### config.mk
export PLATFORM = sky130hd
export DESIGN_NAME = pe_inj_arb
export DESIGN_NICKNAME = d
export VERILOG_FILES = /design/src/rtl/pe_inj_arb.sv
export SDC_FILE = /design/constraint.sdc
export NUM_CORES = 1
export LEC_CHECK = 0
export BUFFER_PORTS_ARGS = -buffer_cell sky130_fd_sc_hd__buf_2
export CAP_MARGIN = 20
export CORE_MARGIN = 10
export CORE_UTILIZATION = 40
export DETAILED_ROUTE_END_ITERATION = 8
export PLACE_DENSITY = 0.85
export REMOVE_ABC_BUFFERS = 1
export SLEW_MARGIN = 20
export SYNTH_ARGS = -nofsm -noshare
export SYNTH_HDL_FRONTEND = slang
export SYNTH_SLANG_ARGS = --single-unit
export TNS_END_PERCENT = 10
### constraint.sdc
create_clock -name clk -period 2 [get_ports clk]
set_input_delay 0.1 -clock clk [delete_from_list [all_inputs] [get_ports clk]]
set_output_delay 0.1 -clock clk [all_outputs]
set_load 0.02 [all_outputs]
### src/rtl/pe_inj_arb.sv
// pe_inj_arb: round-robin arbiter that merges NREQ PE flit streams onto one router injection port.
// Optional macro PE_ARB_CREDIT_EN enables per-VC credit counters and the sticky err flag.
`ifndef DATAW
`define DATAW 31
`endif
`ifndef VCHW
`define VCHW 0
`endif
`ifndef TYPE_MSB
`define TYPE_MSB 31
`endif
`ifndef TYPE_LSB
`define TYPE_LSB 30
`endif
`ifndef TYPE_TAIL
`define TYPE_TAIL 2'b11
`endif

module pe_inj_arb #(
  parameter int NREQ    = 4,
  parameter int CREDITS = 4
) (
  input  logic                       clk,
  input  logic                       rst_,
  input  logic [NREQ-1:0]            req,
  input  logic [NREQ*(`DATAW+1)-1:0] idata,
  input  logic [NREQ-1:0]            ivalid,
  input  logic [NREQ*(`VCHW+1)-1:0]  ivch,
  input  logic [1:0]                 icredit,
  output logic [NREQ-1:0]            grt,
  output logic [`DATAW:0]            odata,
  output logic                       ovalid,
  output logic [`VCHW:0]             ovch,
  output logic [1:0]                 state,
  output logic                       err
);
  localparam int FW = `DATAW + 1;
  localparam int VW = `VCHW + 1;
  localparam int IW = (NREQ > 1) ? $clog2(NREQ) : 1;

  typedef enum logic [1:0] {IDLE = 2'b00, ARB = 2'b01, XFER = 2'b10} state_t;

  state_t        state_q, state_d;
  logic [IW-1:0] rr_ptr_q, rr_ptr_d;
  logic [IW-1:0] own_q, own_d;
  logic [VW-1:0] vc_own_q, vc_own_d;
  logic [FW-1:0] odata_q, odata_d;
  logic          ovalid_q, ovalid_d;
  logic [VW-1:0] ovch_q, ovch_d;
  logic          cred_ok;
  logic          acc;
  logic [IW-1:0] win, cand;
  logic [VW-1:0] win_vc;
  logic [FW-1:0] own_flit;
  int            s;

  // Winner search: walk downward so the requester closest to rr_ptr is written last and wins.
  always_comb begin
    win  = rr_ptr_q;
    s    = 0;
    cand = '0;
    for (int k = NREQ - 1; k >= 0; k--) begin
      s = int'(rr_ptr_q) + k;
      if (s >= NREQ) s = s - NREQ;
      cand = IW'(s);
      if (req[cand]) win = cand;
    end
  end

  always_comb begin
    win_vc   = '0;
    own_flit = '0;
    for (int i = 0; i < NREQ; i++) begin
      if (win == IW'(i))   win_vc   = ivch[i*VW +: VW];
      if (own_q == IW'(i)) own_flit = idata[i*FW +: FW];
    end
  end

  always_comb begin
    state_d  = state_q;
    rr_ptr_d = rr_ptr_q;
    own_d    = own_q;
    vc_own_d = vc_own_q;
    odata_d  = odata_q;
    ovalid_d = 1'b0;
    ovch_d   = ovch_q;
    grt      = '0;
    acc      = 1'b0;
    case (state_q)
      IDLE: if (|req) state_d = ARB;
      ARB: begin
        if (|req) begin
          own_d    = win;
          vc_own_d = win_vc;
          state_d  = XFER;
        end else begin
          state_d = IDLE;
        end
      end
      XFER: begin
        grt[own_q] = cred_ok;
        acc        = cred_ok & ivalid[own_q];
        if (acc) begin
          odata_d  = own_flit;
          ovalid_d = 1'b1;
          ovch_d   = vc_own_q;
          if (own_flit[`TYPE_MSB:`TYPE_LSB] == `TYPE_TAIL) begin
            state_d  = IDLE;
            rr_ptr_d = (own_q == IW'(NREQ - 1)) ? '0 : own_q + 1'b1;
          end
        end
      end
      default: state_d = IDLE;
    endcase
  end

  always_ff @(posedge clk) begin
    if (rst_) begin
      state_q  <= IDLE;
      rr_ptr_q <= '0;
      own_q    <= '0;
      vc_own_q <= '0;
      odata_q  <= '0;
      ovalid_q <= 1'b0;
      ovch_q   <= '0;
    end else begin
      state_q  <= state_d;
      rr_ptr_q <= rr_ptr_d;
      own_q    <= own_d;
      vc_own_q <= vc_own_d;
      odata_q  <= odata_d;
      ovalid_q <= ovalid_d;
      ovch_q   <= ovch_d;
    end
  end

`ifdef PE_ARB_CREDIT_EN
  localparam int CW = $clog2(CREDITS + 1);

  logic [CW-1:0] credit_q [2];
  logic          err_q;
  logic [1:0]    dec;

  assign dec     = {acc & vc_own_q[0], acc & ~vc_own_q[0]};
  assign cred_ok = (credit_q[vc_own_q[0]] != '0);

  // A return that coincides with a send cancels out; a return into a full counter is an overflow.
  always_ff @(posedge clk) begin
    if (rst_) begin
      credit_q[0] <= CW'(CREDITS);
      credit_q[1] <= CW'(CREDITS);
      err_q       <= 1'b0;
    end else begin
      for (int v = 0; v < 2; v++) begin
        if (icredit[v] && !dec[v]) begin
          if (credit_q[v] == CW'(CREDITS)) err_q <= 1'b1;
          else credit_q[v] <= credit_q[v] + 1'b1;
        end else if (dec[v] && !icredit[v]) begin
          credit_q[v] <= credit_q[v] - 1'b1;
        end
      end
    end
  end

  assign err = err_q;
`else
  localparam int UNUSED_CREDITS = CREDITS;
  logic unused_icredit;

  assign unused_icredit = ^icredit;
  assign cred_ok        = 1'b1;
  assign err            = 1'b0;
`endif

  assign odata  = odata_q;
  assign ovalid = ovalid_q;
  assign ovch   = ovch_q;
  assign state  = state_q;

endmodule

**Word level (Yosys, flattened, before mapping)**

Cells that the tools add are included.

- Register bits: 41
- Input bits: 144
- Output and inout port bits: 41
- Logic and storage cells: 84

- Add/sub/neg operators: 8
- $lt $le $gt $ge: 10
- Eq/ne operators: 12
- Mux-type cells: 36
- Bitwise logic cells: 1
- Reduce and logical (&&, ||, !) cells: 10

Operator list:

| operator | number |
|---|---|
| 32-bit 2-to-1 mux | 4 |
| 2-bit 2-to-1 mux | 13 |
| 2-bit by 3-bit less-than comparator with 1-bit output, second input constant | 5 |
| 2-bit == test, second input constant | 6 |
| 1-bit 2-to-1 mux | 11 |
| 1-bit binary-select mux with 2-bit select | 5 |
| 3-bit greater-or-equal comparator, second input constant | 3 |
| 2-bit by 1-bit subtractor with 2-bit output, second input constant | 4 |
| 2-bit by 2-bit adder with 3-bit output, second input constant | 2 |
| 2-bit by 1-bit == test with 1-bit output, second input constant | 3 |
| 2-bit logical NOT | 3 |
| 2-bit inequality test, second input constant | 3 |
| 2-bit one-hot mux with 3 select lines | 1 |
| 3-bit AND reduction | 2 |
| 4-bit 2-to-1 mux | 1 |
| 2-bit AND reduction | 2 |
| 4-bit OR reduction | 1 |
| 2-bit by 1-bit adder with 3-bit output, second input constant | 1 |
| 2-bit by 3-bit greater-or-equal comparator with 1-bit output, second input constant | 1 |
| 2-bit by 1-bit adder with 2-bit output, second input constant | 1 |
| 1-bit demux with 2-bit select | 1 |
| 2-bit by 1-bit greater-or-equal comparator with 1-bit output, second input constant | 1 |
| 2-bit OR reduction | 1 |
| 1-bit logical AND | 1 |
| 1-bit inverter | 1 |

**Logic depth before layout (Yosys ltp)**

Gate-level depths: netlist (run 1).

- Depth in word-level cells: 14
- Gate-level depth with buffers: 9
- Gate-level depth less buffers: 7

**Worst setup path after synthesis (run 1)**

OpenSTA, ideal clock, no wires.

- Path type: flip-flop to flip-flop
- Start: reg own_q[0]
- End: reg rr_ptr_q[0]
- Setup time: 0.129 ns
- Arrival: 1.778 ns
- Required time: 1.871 ns
- Path slack: 0.093 ns
- Stages on the path, launching flop included: 9
- Path buffers: 1
- Period minus slack after synthesis: 1.907 ns
- Path through: dfxtp_1 > inv_1 > ha_1 > buf_4 > nor3b_1 > a211oi_1 > nor4b_4 > mux2i_1 > nor2_1

- Longest elaborated chain between the ends: 7
- Elaborated cells between the ends (all ways): 14
- Those cells by class: 1 x add/sub; 4 x eq/ne; 7 x mux; 2 x reduce/logical

RTL lines:

| element | RTL line | source |
|---|---|---|
| start, declared | 45 | `logic [IW-1:0] own_q, own_d;` |
| start signal, assigned | 129 | `own_q <= own_d;` |
| 2-bit logical NOT | 75 | `if (own_q == IW'(i)) own_flit = idata[i*FW +: FW];` |
| 32-bit 2-to-1 mux (4 in a row) | 75 |  |
| 2-bit == test (no line) | -- |  |
| 3-bit AND reduction (no line) | -- |  |
| end signal, assigned | 128 | `rr_ptr_q <= rr_ptr_d;` |
| end, declared | 44 | `logic [IW-1:0] rr_ptr_q, rr_ptr_d;` |

Parallel ways exist; a longest one is shown, timed or not. The select of a mux whose other input is x is not followed.
A chain may end at the register's enable or synchronous reset.

**Worst setup path after layout (run 1)**

- Start: reg own_q[1]
- End: reg rr_ptr_q[0]

The elaborated chain is that of the path after synthesis.

==> results.md, run 1 <==
- Status: completed
- Ratio of cells with drive above 1 in the final layout: 45.2%
- Mean area per synthesized cell: 8.15 um2
- Startpoint Class: register
- Reg2reg setup slack: approximately 0.11 ns
- CP endpoint kind: register
- Largest net degree at the start of global routing: 38
- Detail Route Antenna Nets: 0
- Top cell type's share of synthesized area: a little over a quarter
- Slew Viols, Final: 0
- Post-CTS Setup Inserts: 0
- VDD IR max: 0.438 mV
- RSZ-0062 raised after global routing: false
- Worst hold start: idata[110]
- HP Class: input pin to register
- CTS tree: built
- Final setup violation count: 0
- Fmax: 528 MHz
- Final WS setup: between 0.1 and 0.15 ns
- DP Worst Slack: -0.0298 ns
- Antenna diodes: 0
- Worst r2r src: own_q[1]
- Ys Warns: 0
- Crit share post-route: approximately 95%
- Flop and latch count out of synthesis: approximately 40
- Commonest cells post-synth: nor2b_1 (64), dfxtp_1 (41), nor2_1 (38)
- CTS Buf Count: 5
- Worst Skew: 0.00341 ns
- Worst path arrival time: 2.05 ns
- Vias in the first global route: 3501
- Period minus WS final: 1.89 ns
- Clock Path Buffers: 2
- Placer's final routability congestion estimate: ~0.93
- Share of flip-flops with an asynchronous set or reset: 0%
- Total wire length: 10.4 mm
- Drt initial violations: 161
- Relative slew slack: between 60% and 70%
- CP startpoint: own_q[1]
- Worst r2r path cells: 7
- GRT overflow: 0
- Slew of the pin with the lowest slew margin: 0.574 ns
- Pre-Repair DR Iteration Count: 6
- Kind of critical path: register to register
- Dominant synthesized flop cell: dfxtp_1
- Top-count cell post-synth: nor2b_1
- Die Wd: 107 um
- CTS root buf: clkbuf_8
- Post-CTS Hold Buffers: 0
- Max_cap viols: 0
- Syn Inst Count: 372
- First-pass GRT wire length: 16.6 mm
- Clk slew on worst S/H paths: 0.07 ns
- Cell area after synthesis: 3030 um2
- Final layout net count: 681
- Core area: 7330 um2
- Dpl hpwl: 8.36 mm
- Die area: 11500 um2
- Num rows: 31
- Critical Path RT: 2.15 ns
- Final hold vios: 0
- Unique masters post-synth: 42
- Reg2reg end: rr_ptr_q[0]
- Part of the Yosys area used for sequential elements: 27.1%
- Synthesis-to-layout area growth: 35.2%
- CP max FO: 6
- All-Layer GR Usage: 17.0%
- Clk sink count: 41
- Io pins: between 150 and 200
- DR vias/cell: 5.41
- Htree depth: 2
- Post-synth EDFFs: 0
- I/O Buffers: about 180
- Hold Path Depth: 3
- # DRC: 0
- Die Y: 107 um
- Initial Util: 41.4%
- Area contributors post-synth: dfxtp_1 (27%), nor2b_1 (13%), a211oi_2 (12%)
- WL per Instance: 16.4 um
- Setup TNS: 0 ns
- Hold_ws: approximately 0.19 ns
- Cell Pwr Density: 540 nW/um2
- Via count: 3419
- Largest area contributor in the synthesized netlist: dfxtp_1
- Clk_lat worst skew: ~0.28 ns
- Pleak: between 0.0015 and 0.002 uW
- Initial antenna violation count: 0
- Worst Hold End: odata[14]
-- power breakdown --
group | total (uW) | internal, uW | switching (uW)
clock network | 537 | 274 | 264
registers | 897 | 868 | 28.5
logic | 780 | 357 | 423
total | 2210 | 1500 | 715
-- area by class of cell --
type	instances	area [um2]
Clock buffer	7	86.3
Fill cell	677	3230
Inverter	5	18.8
Sequential cell	41	826
Timing Repair Buffer	192	1040
Multi-Input combinational cell	288	2010
Tap cell	99	124
-- registers in the layout (all words and copies together) (netlist names) --
name	cells
odata	32
own_q	2
rr_ptr_q	2
state	2
ovalid	1
ovch	1
vc_own_q	1
-- stage by stage --
step | power [uW] | utilization, % | instances | area, um2
2_1_floorplan | 1380 | - | 334 | 2830
4_1_cts | 2240 | 55.7 | 632 | 4080
5_1_grt | 2360 | 55.9 | 632 | 4100
3_3_place_gp | 1660 | 54.4 | 625 | 3990
3_5_place_dp | 1700 | 54.4 | 625 | 3990
6_report | 2210 | 55.9 | 632 | 4100
-- worst max-delay path: stages, from the launching register on --
cell      delay [ns]
dfxtp_2         0.38
inv_1           0.08
ha_2            0.23
nand3b_1        0.19
a211oi_2        0.24
nor4b_4         0.32
mux2i_1         0.25
nor2_1          0.06
-- worst max path at each step --
stage / slack (ns) / to
after global placement: 0.09 / rr_ptr_q[0]
final: 0.11 / rr_ptr_q[0]
after detailed placement: -0.03 / rr_ptr_q[1]
after CTS: 0.04 / rr_ptr_q[1]
after global routing: 0.006 / rr_ptr_q[1]
after floorplan: -0.86 / rr_ptr_q[0]
-- metal layers --
layer / up-vias / wire length [um] / GRT usage (%)
li1: 1678 / - / -
met1: 1564 / 4150 / 19.0
met5: - / 0 / 0
met2: 160 / 5130 / 30.2
met3: 17 / 953 / 5.75
met4: 0 / 146 / 4.35
-- logic make-up after synthesis --
logic type      after synthesis  share of synthesized area [%]
other cells                   1                          0.124
flops                        41                           27.1
fa+ha+maj                     4                           1.65
mux                           6                           2.39
buf+inv                      43                           7.18
compound gates              117                           32.4
simple gates                160                           29.2
-- cells in the final DEF, fill, tap and decap left out, types with 6 or more instances in the layout --
| cell type | count |
|---|---|
| buf_2 | 181 |
| nor2b_1 | 64 |
| dfxtp_1 | 39 |
| nor2_1 | 38 |
| a21oi_1 | 36 |
| nor3_1 | 33 |
| a211oi_2 | 31 |
| a221oi_1 | 30 |
| nand2_1 | 6 |
| clkbuf_8 | 6 |
| buf_4 | 6 |
-- timing repair --
item / CTS / global route
pin swaps: 0 / 1
cloned: 0 / 0
resized for setup: 2 / 5
setup endpoints to repair: 2 / 15
No activity file was read; power rests on OpenSTA's default activity.
==> run 2, diff against run 1 <==
- ABC_CLOCK_PERIOD_IN_PS: default -> 2000
- BUFFER_PORTS_ARGS: -buffer_cell sky130_fd_sc_hd__buf_2 -> default
- DONT_BUFFER_PORTS: default -> 1
- PLACE_DENSITY: 0.85 -> 0.63
==> run 2 against run 1 <==
Effect of this change:
- via count fell by 20%
- wire length fell by 7.0%
- critical path depth did not move
- global-route usage fell by 1.2 points
- highest routed layer unchanged
- sequential cell count did not move
- cell area fell by 21%
- die area did not move
- sequential power rose by 8.4%
- largest power group unchanged
- register-to-register slack improved by 0.04 ns
==> results.md, run 2 (synthesized netlist as in run 1, its figures left out) <==
- Status: completed
- Number of fill cells: ~740
- Num rows: 31
- Drt initial violations: 96
- Hold_ws: 0.0548 ns
- Total wire length: between 9 and 10 mm
- Cell Pwr Density: 675 nW/um2
- GRT overflow: 0
- Via count: ~2700
- Placed cells: roughly 450
- DP Worst Slack: 0.0542 ns
- Area after DPL: 3090 um2
- Placer's final routability congestion estimate: 0.816
- Die Y: 107 um
- Reg area: between 800 and 900 um2
- Worst path bufs/invs: 1
- Htree depth: 2
- DR vias/cell: between 5 and 6
- Worst path max stage delay: about 0.42 ns
- Detail Route Antenna Nets: 0
- Die area: 11500 um2
- Core area: 7330 um2
- Synthesis-to-layout area growth: 7.14%
- Initial Util: roughly two fifths
- WL per Instance: approximately 21 um
- RSZ-0062 raised after global routing: false
- Pleak: around 0.0010 uW
- Final std cells w/o fill: 454
- Slew of the pin with the lowest slew margin: 0.545 ns
- Clk sink count: 41
- Clk_lat worst skew: between 0.2 and 0.3 ns
- Most frequent cells in the layout: nor2b_1 (64), dfxtp_1 (39), nor2_1 (38)
- Slew Viols, Final: 0
- Area occupied by multi-input gates: 2010 um2
- Worst-path cell chain: inv_1 -> ha_1 -> and3b_1 -> a2111oi_4 -> nor4b_4 -> mux2i_1 -> nor2_1
- Fmax: 538 MHz
- Clock Path Buffers: 2
- Startpoint Class: register
- HP Class: input pin to register
- CTS tree: built
- Slowest-stage cell, CP: a2111oi_4
- CP endpoint kind: register
- Die Wd: 107 um
- Period minus WS final: between 1.5 and 2 ns
- VDD IR max: 0.421 mV
- Clk slew on worst S/H paths: ~0.080 ns
- Relative slew slack: 63.3%
- Worst path top cell family by delay: compound AO/OA/AOI/OAI gates
- CTS Buf Count: 5
- Crit share post-route: 92.9%
- Antenna diodes: 0
- Io pins: 185
- Final setup violation count: 0
- Worst path arrival time: just over 2 ns
- Final hold vios: 0
- Core Util, Final: 44.3%
- First-pass GRT wire length: 14.8 mm
- Final instance area: 3250 um2
- I/O Buffers: 0
- Critical Path RT: 2.18 ns
- Kind of critical path: register to register
- All-Layer GR Usage: 15.8%
- Max reg flops: 32
- Initial antenna violation count: 0
- CTS root buf: clkbuf_8
- Dpl hpwl: ~7.6 mm
- Final layout net count: 502
- # DRC: 0
- Ratio of cells with drive above 1 in the final layout: 17.7%
- Vias in the first global route: 2742
- CP max FO: 6
- Worst Skew: 0.00713 ns
- Max_cap viols: 0
- Pre-Repair DR Iteration Count: 5
- Final WS setup: 0.142 ns
- Largest net degree at the start of global routing: slightly below 60
- Commonest non-fill, non-tap cell in the layout: nor2b_1
==> run 2: cell count changes in the layout (fill, tap and decap cells not counted) <==
cell       before  now
buf_2         181    0
buf_16          0    1
bufinv_16       0    1
buf_4           6    8
dfxtp_4         1    0
dfxtp_2         1    2
buf_8           1    0
==> run 2: metrics by stage <==
step           total power (uW)  setup TNS [ns]
6_report                   2190               0
4_1_cts                    2230               0
2_1_floorplan              1380          -23.93
3_3_place_gp               1480               0
5_1_grt                    2330               0
3_5_place_dp               1500               0
==> run 2: final timing paths <==
path,slack (ns),to,cells after the start,startpoint
worst max-delay path,0.14,rr_ptr_q[1],7,own_q[0]
worst min-delay path,0.05,state[0],2,req[2]
worst max register to register,0.14,rr_ptr_q[1],7,own_q[0]
worst min register to register,0.46,ovch,2,vc_own_q
==> run 2: cell type report <==
class | count | area share [%]
inverters | 5 | 0.578
multi-input cells | 288 | 61.8
clock buffers | 7 | 2.66
clock inverters | 1 | 0.924
repair buffers | 13 | 4.89
flip-flops and latches | 41 | 25.3
well taps | 99 | 3.81
==> run 2: report_power, final <==
part / switching (uW) / internal, uW
registers: 103 / 869
clock network: 284 / 407
logic: 293 / 237
==> run 2: timing repair <==
item | CTS | global route
resized for setup | 0 | 4
hold endpoints to repair | 41 | 0
endpoints found under the setup margin | 0 | 26
hold buffers | 1 | 0
setup buffers | 0 | 0
==> run 2: per-layer routing <==
metal | global-route usage, % | wire [um] | up-vias
met5 | 0 | 0 | -
met4 | 4.84 | 154 | 0
met3 | 8.26 | 1240 | 10
met2 | 27.4 | 4620 | 126
met1 | 16.2 | 3650 | 1259
li1 | - | - | 1326
==> run 3, diff against run 2 <==
- ABC_AREA: default -> 1
- SLEW_MARGIN: 20 -> default
==> run 3 against run 2 <==
Effect of this change:
- clock skew decreased by 0.0032 ns
- global-route usage increased by 3.4 points
- final cell count increased by 20%
- synthesized area decreased by 9.9%
- cell area decreased by 2.8%
- critical path depth increased by 3
- via count increased by 17%
- sequential share of layout area increased by 0.73 points
- die area decreased by 8.1%
- highest routed layer unchanged
- count of clock-buffer cells in the layout unchanged
- first-iteration DRC count increased by 48%
- setup slack improved by 0.029 ns
==> results.md, run 3 <==
- Period minus WS final: 1.83 ns
- Reg power frac: about two fifths
- Vias in the first global route: 3055
- Multiplexer area fraction after synthesis: 0%
- Worst path arrival time: around 2 ns
- HP Class: input pin to register
- Area after DPL: approximately 2900 um2
- Die Y: between 100 and 150 um
- Synthesis-to-layout area growth: 15.6%
- First-pass GRT wire length: 16.1 mm
- Pleak: 0.00147 uW
- I/O Buffers: 0
- Startpoint Class: register
- Met2 Use GR: approximately a third
- Top-count cell post-synth: a21oi_1
- Syn Inst Count: 454
- Post-Synth XOR/XNOR Area: 0%
- Reg2reg end: rr_ptr_q[0]
- Final layout net count: 611
- Clock share of power: 26.7%
- Synth Area in Compound Gates: 31.1%
- DP Worst Slack: just under 0.05 ns
- Total power: 2580 uW
- Core area: 6720 um2
- Worst path top cell family by delay: simple AND/OR/NAND/NOR gates
- Detail Route Antenna Nets: 0
- Share of flip-flops with an asynchronous set or reset: 0%
- Pre-Repair DR Iteration Count: 4
- CP startpoint: own_q[0]
- Critical Path RT: 2.18 ns
- Internal Power: 1630 uW
- Final hold vios: 0
- Switch Pwr: 953 uW
- GRT overflow: 0
- Setup TNS: 0 ns
- Reg2reg setup slack: about 0.17 ns
- Commonest non-fill, non-tap cell in the layout: a21oi_1
- VDD IR max: 0.316 mV
- Max_cap viols: 0
- Largest area contributor in the synthesized netlist: dfxtp_1
- Largest net degree at the start of global routing: 34
- All-Layer GR Usage: 19.3%
- Ratio of cells with drive above 1 in the final layout: under 10%
- Final WS setup: 0.171 ns
- Clock Path Buffers: 2
- Die area: 10500 um2
- Drt initial violations: 142
- RSZ-0062 raised after global routing: false
- CP max FO: 16
- Io pins: 185
- Worst-path cell chain: inv_2 -> ha_1 -> inv_2 -> buf_12 -> nand2_1 -> nand2_1 -> o21ai_0 -> or2_4 -> o21ai_1 -> nor2_1
- CTS Buf Count: 5
- Initial antenna violation count: 0
- Cell Pwr Density: between 800 and 900 nW/um2
- Slowest-stage cell, CP: dfxtp_2
- Worst r2r src: own_q[0]
- Total wire length: between 10 and 15 mm
- WL per Instance: 20.4 um
- Final setup violation count: 0
- Clk slew on worst S/H paths: 0.08 ns
- Placer's final routability congestion estimate: approximately 0.87
- CTS tree: built
- Htree depth: 2
- Commonest cells post-synth: a21oi_1 (128), nand2_1 (78), nor2_1 (44)
- Most frequent cells in the layout: a21oi_1 (128), nand2_1 (78), nor2_1 (44)
- Adder-cell share of the synthesized area: 1.83%
- Status: completed
- Grt peak-use layer: met2
- Hold Path Depth: 2
- Fmax: roughly 550 MHz
- Part of the Yosys area used for sequential elements: 30.1%
- Dpl hpwl: 8.34 mm
- Worst Skew: slightly below 0.004 ns
- Comb pwr share: 34.1%
- CP endpoint kind: register
- Dominant synthesized flop cell: dfxtp_1
- CTS root buf: clkbuf_8
- Slew Viols, Final: 0
- Clk sink count: 41
- Die Wd: 103 um
- Sw frac: 36.9%
- Post-CTS Setup Inserts: 0
- Top cell type's share of synthesized area: 30.1%
- Ys Warns: 0
- Post-synth EDFFs: 0
- Mean area per synthesized cell: 6.02 um2
- Clk_lat worst skew: 0.29 ns
- Cell area after synthesis: 2730 um2
- Simple-gate portion of the synthesized area: 27.6%
- # DRC: 0
- DR vias/cell: 5.88
- Largest family of logic cells by synthesized area: compound AO/OA/AOI/OAI gates
- Worst hold start: idata[116]
- Num rows: 30
- Antenna diodes: 0
- Initial Util: 40.7%
- Kind of critical path: register to register
- Area contributors post-synth: dfxtp_1 (30%), a21oi_1 (23%), nand2_1 (11%)
- Via count: 3196
- Unique masters post-synth: 24
- Relative slew slack: 64.8%
- Final instance area: roughly 3200 um2
- Met1 usage in global routing: ~21%
- Worst r2r path cells: 10
- Worst Hold End: odata[20]
- Worst path bufs/invs: 3
- Worst path max stage delay: between 0.3 and 0.4 ns
- Slew of the pin with the lowest slew margin: 0.528 ns
- GR Util met3: 7.37%
- Crit share post-route: 91.4%
- Max reg flops: 32
- Flop and latch count out of synthesis: about 40
==> run 3: cell types whose count changed after synthesis, sizes merged, moves of 24 or more <==
cell / delta
nand2: +72
nand3: +43
a221oi: -30
a211oi: -32
nor2b: -64
nor3: -33
a21oi: +92
inv: +24
o21ai: +32
==> run 3: cell type report <==
class / count / area (um2)
clock buffers: 7 / 86.3
clock inverters: 1 / 30.0
fillers: 711 / 3560
inverters: 29 / 109
multi-input cells: 347 / 1660
flip-flops and latches: 41 / 823
well taps: 80 / 100
repair buffers: 39 / 348
==> run 3: what timing repair did <==
item / in CTS / in global routing
gates resized for setup: 0 / 7
hold buffers: 17 / 0
setup endpoints to repair: 0 / 7
hold endpoints to repair: 24 / 0
==> run 3: cells by family (layout without fill, tap and decap cells) <==
group | count (synthesis) | after routing
AO/OA/AOI/OAI | 169 | 169
flip-flops | 41 | 41
other | 1 | 1
adder cells (fa/ha/maj) | 4 | 4
buffers and inverters | 66 | 76
AND/OR/NAND/NOR | 173 | 173
==> run 3: stage by stage <==
| stage | utilization [%] | hold slack (ns) | std cells |
|---|---|---|---|
| 3_5_place_dp | 42.5 | 0.176 | 519 |
| 2_1_floorplan | - | 0.169 | 417 |
| 5_1_grt | 47.0 | 0.00531 | 544 |
| 3_3_place_gp | 42.5 | 0.172 | 519 |
| 6_report | 47.0 | 0.00316 | 544 |
| 4_1_cts | 46.7 | 0.00229 | 544 |
==> run 3: power groups by stage <==
stage / logic [uW] / registers, uW / clock network (uW)
6_report: 881 / 1010 / 689
3_3_place_gp: 811 / 1030 / 0
2_1_floorplan: 602 / 1010 / 0
5_1_grt: 1000 / 1020 / 738
4_1_cts: 866 / 1010 / 707
3_5_place_dp: 834 / 1030 / 0
==> run 3: worst register-to-register path, delay by kind of cell (launching register included) <==
family | cells | cell delay (ns)
buf+inv | 3 | 0.35
compound gates | 2 | 0.28
fa+ha+maj | 1 | 0.25
flops | 1 | 0.38
simple gates | 4 | 0.47
==> run 3: worst max-delay path by stage <==
stage,to,slack [ns],cells past startpoint
2_1_floorplan,rr_ptr_q[0],-0.59,11
5_1_grt,rr_ptr_q[0],0.02,10
3_3_place_gp,rr_ptr_q[1],0.1,10
6_report,rr_ptr_q[0],0.17,10
3_5_place_dp,rr_ptr_q[1],0.05,10
4_1_cts,rr_ptr_q[1],0.02,10
==> run 3: layer usage <==
layer	routed length (um)	vias to the layer above
met1	4090	1488
met3	1330	12
met5	0	-
met2	5500	157
li1	-	1539
met4	193	0
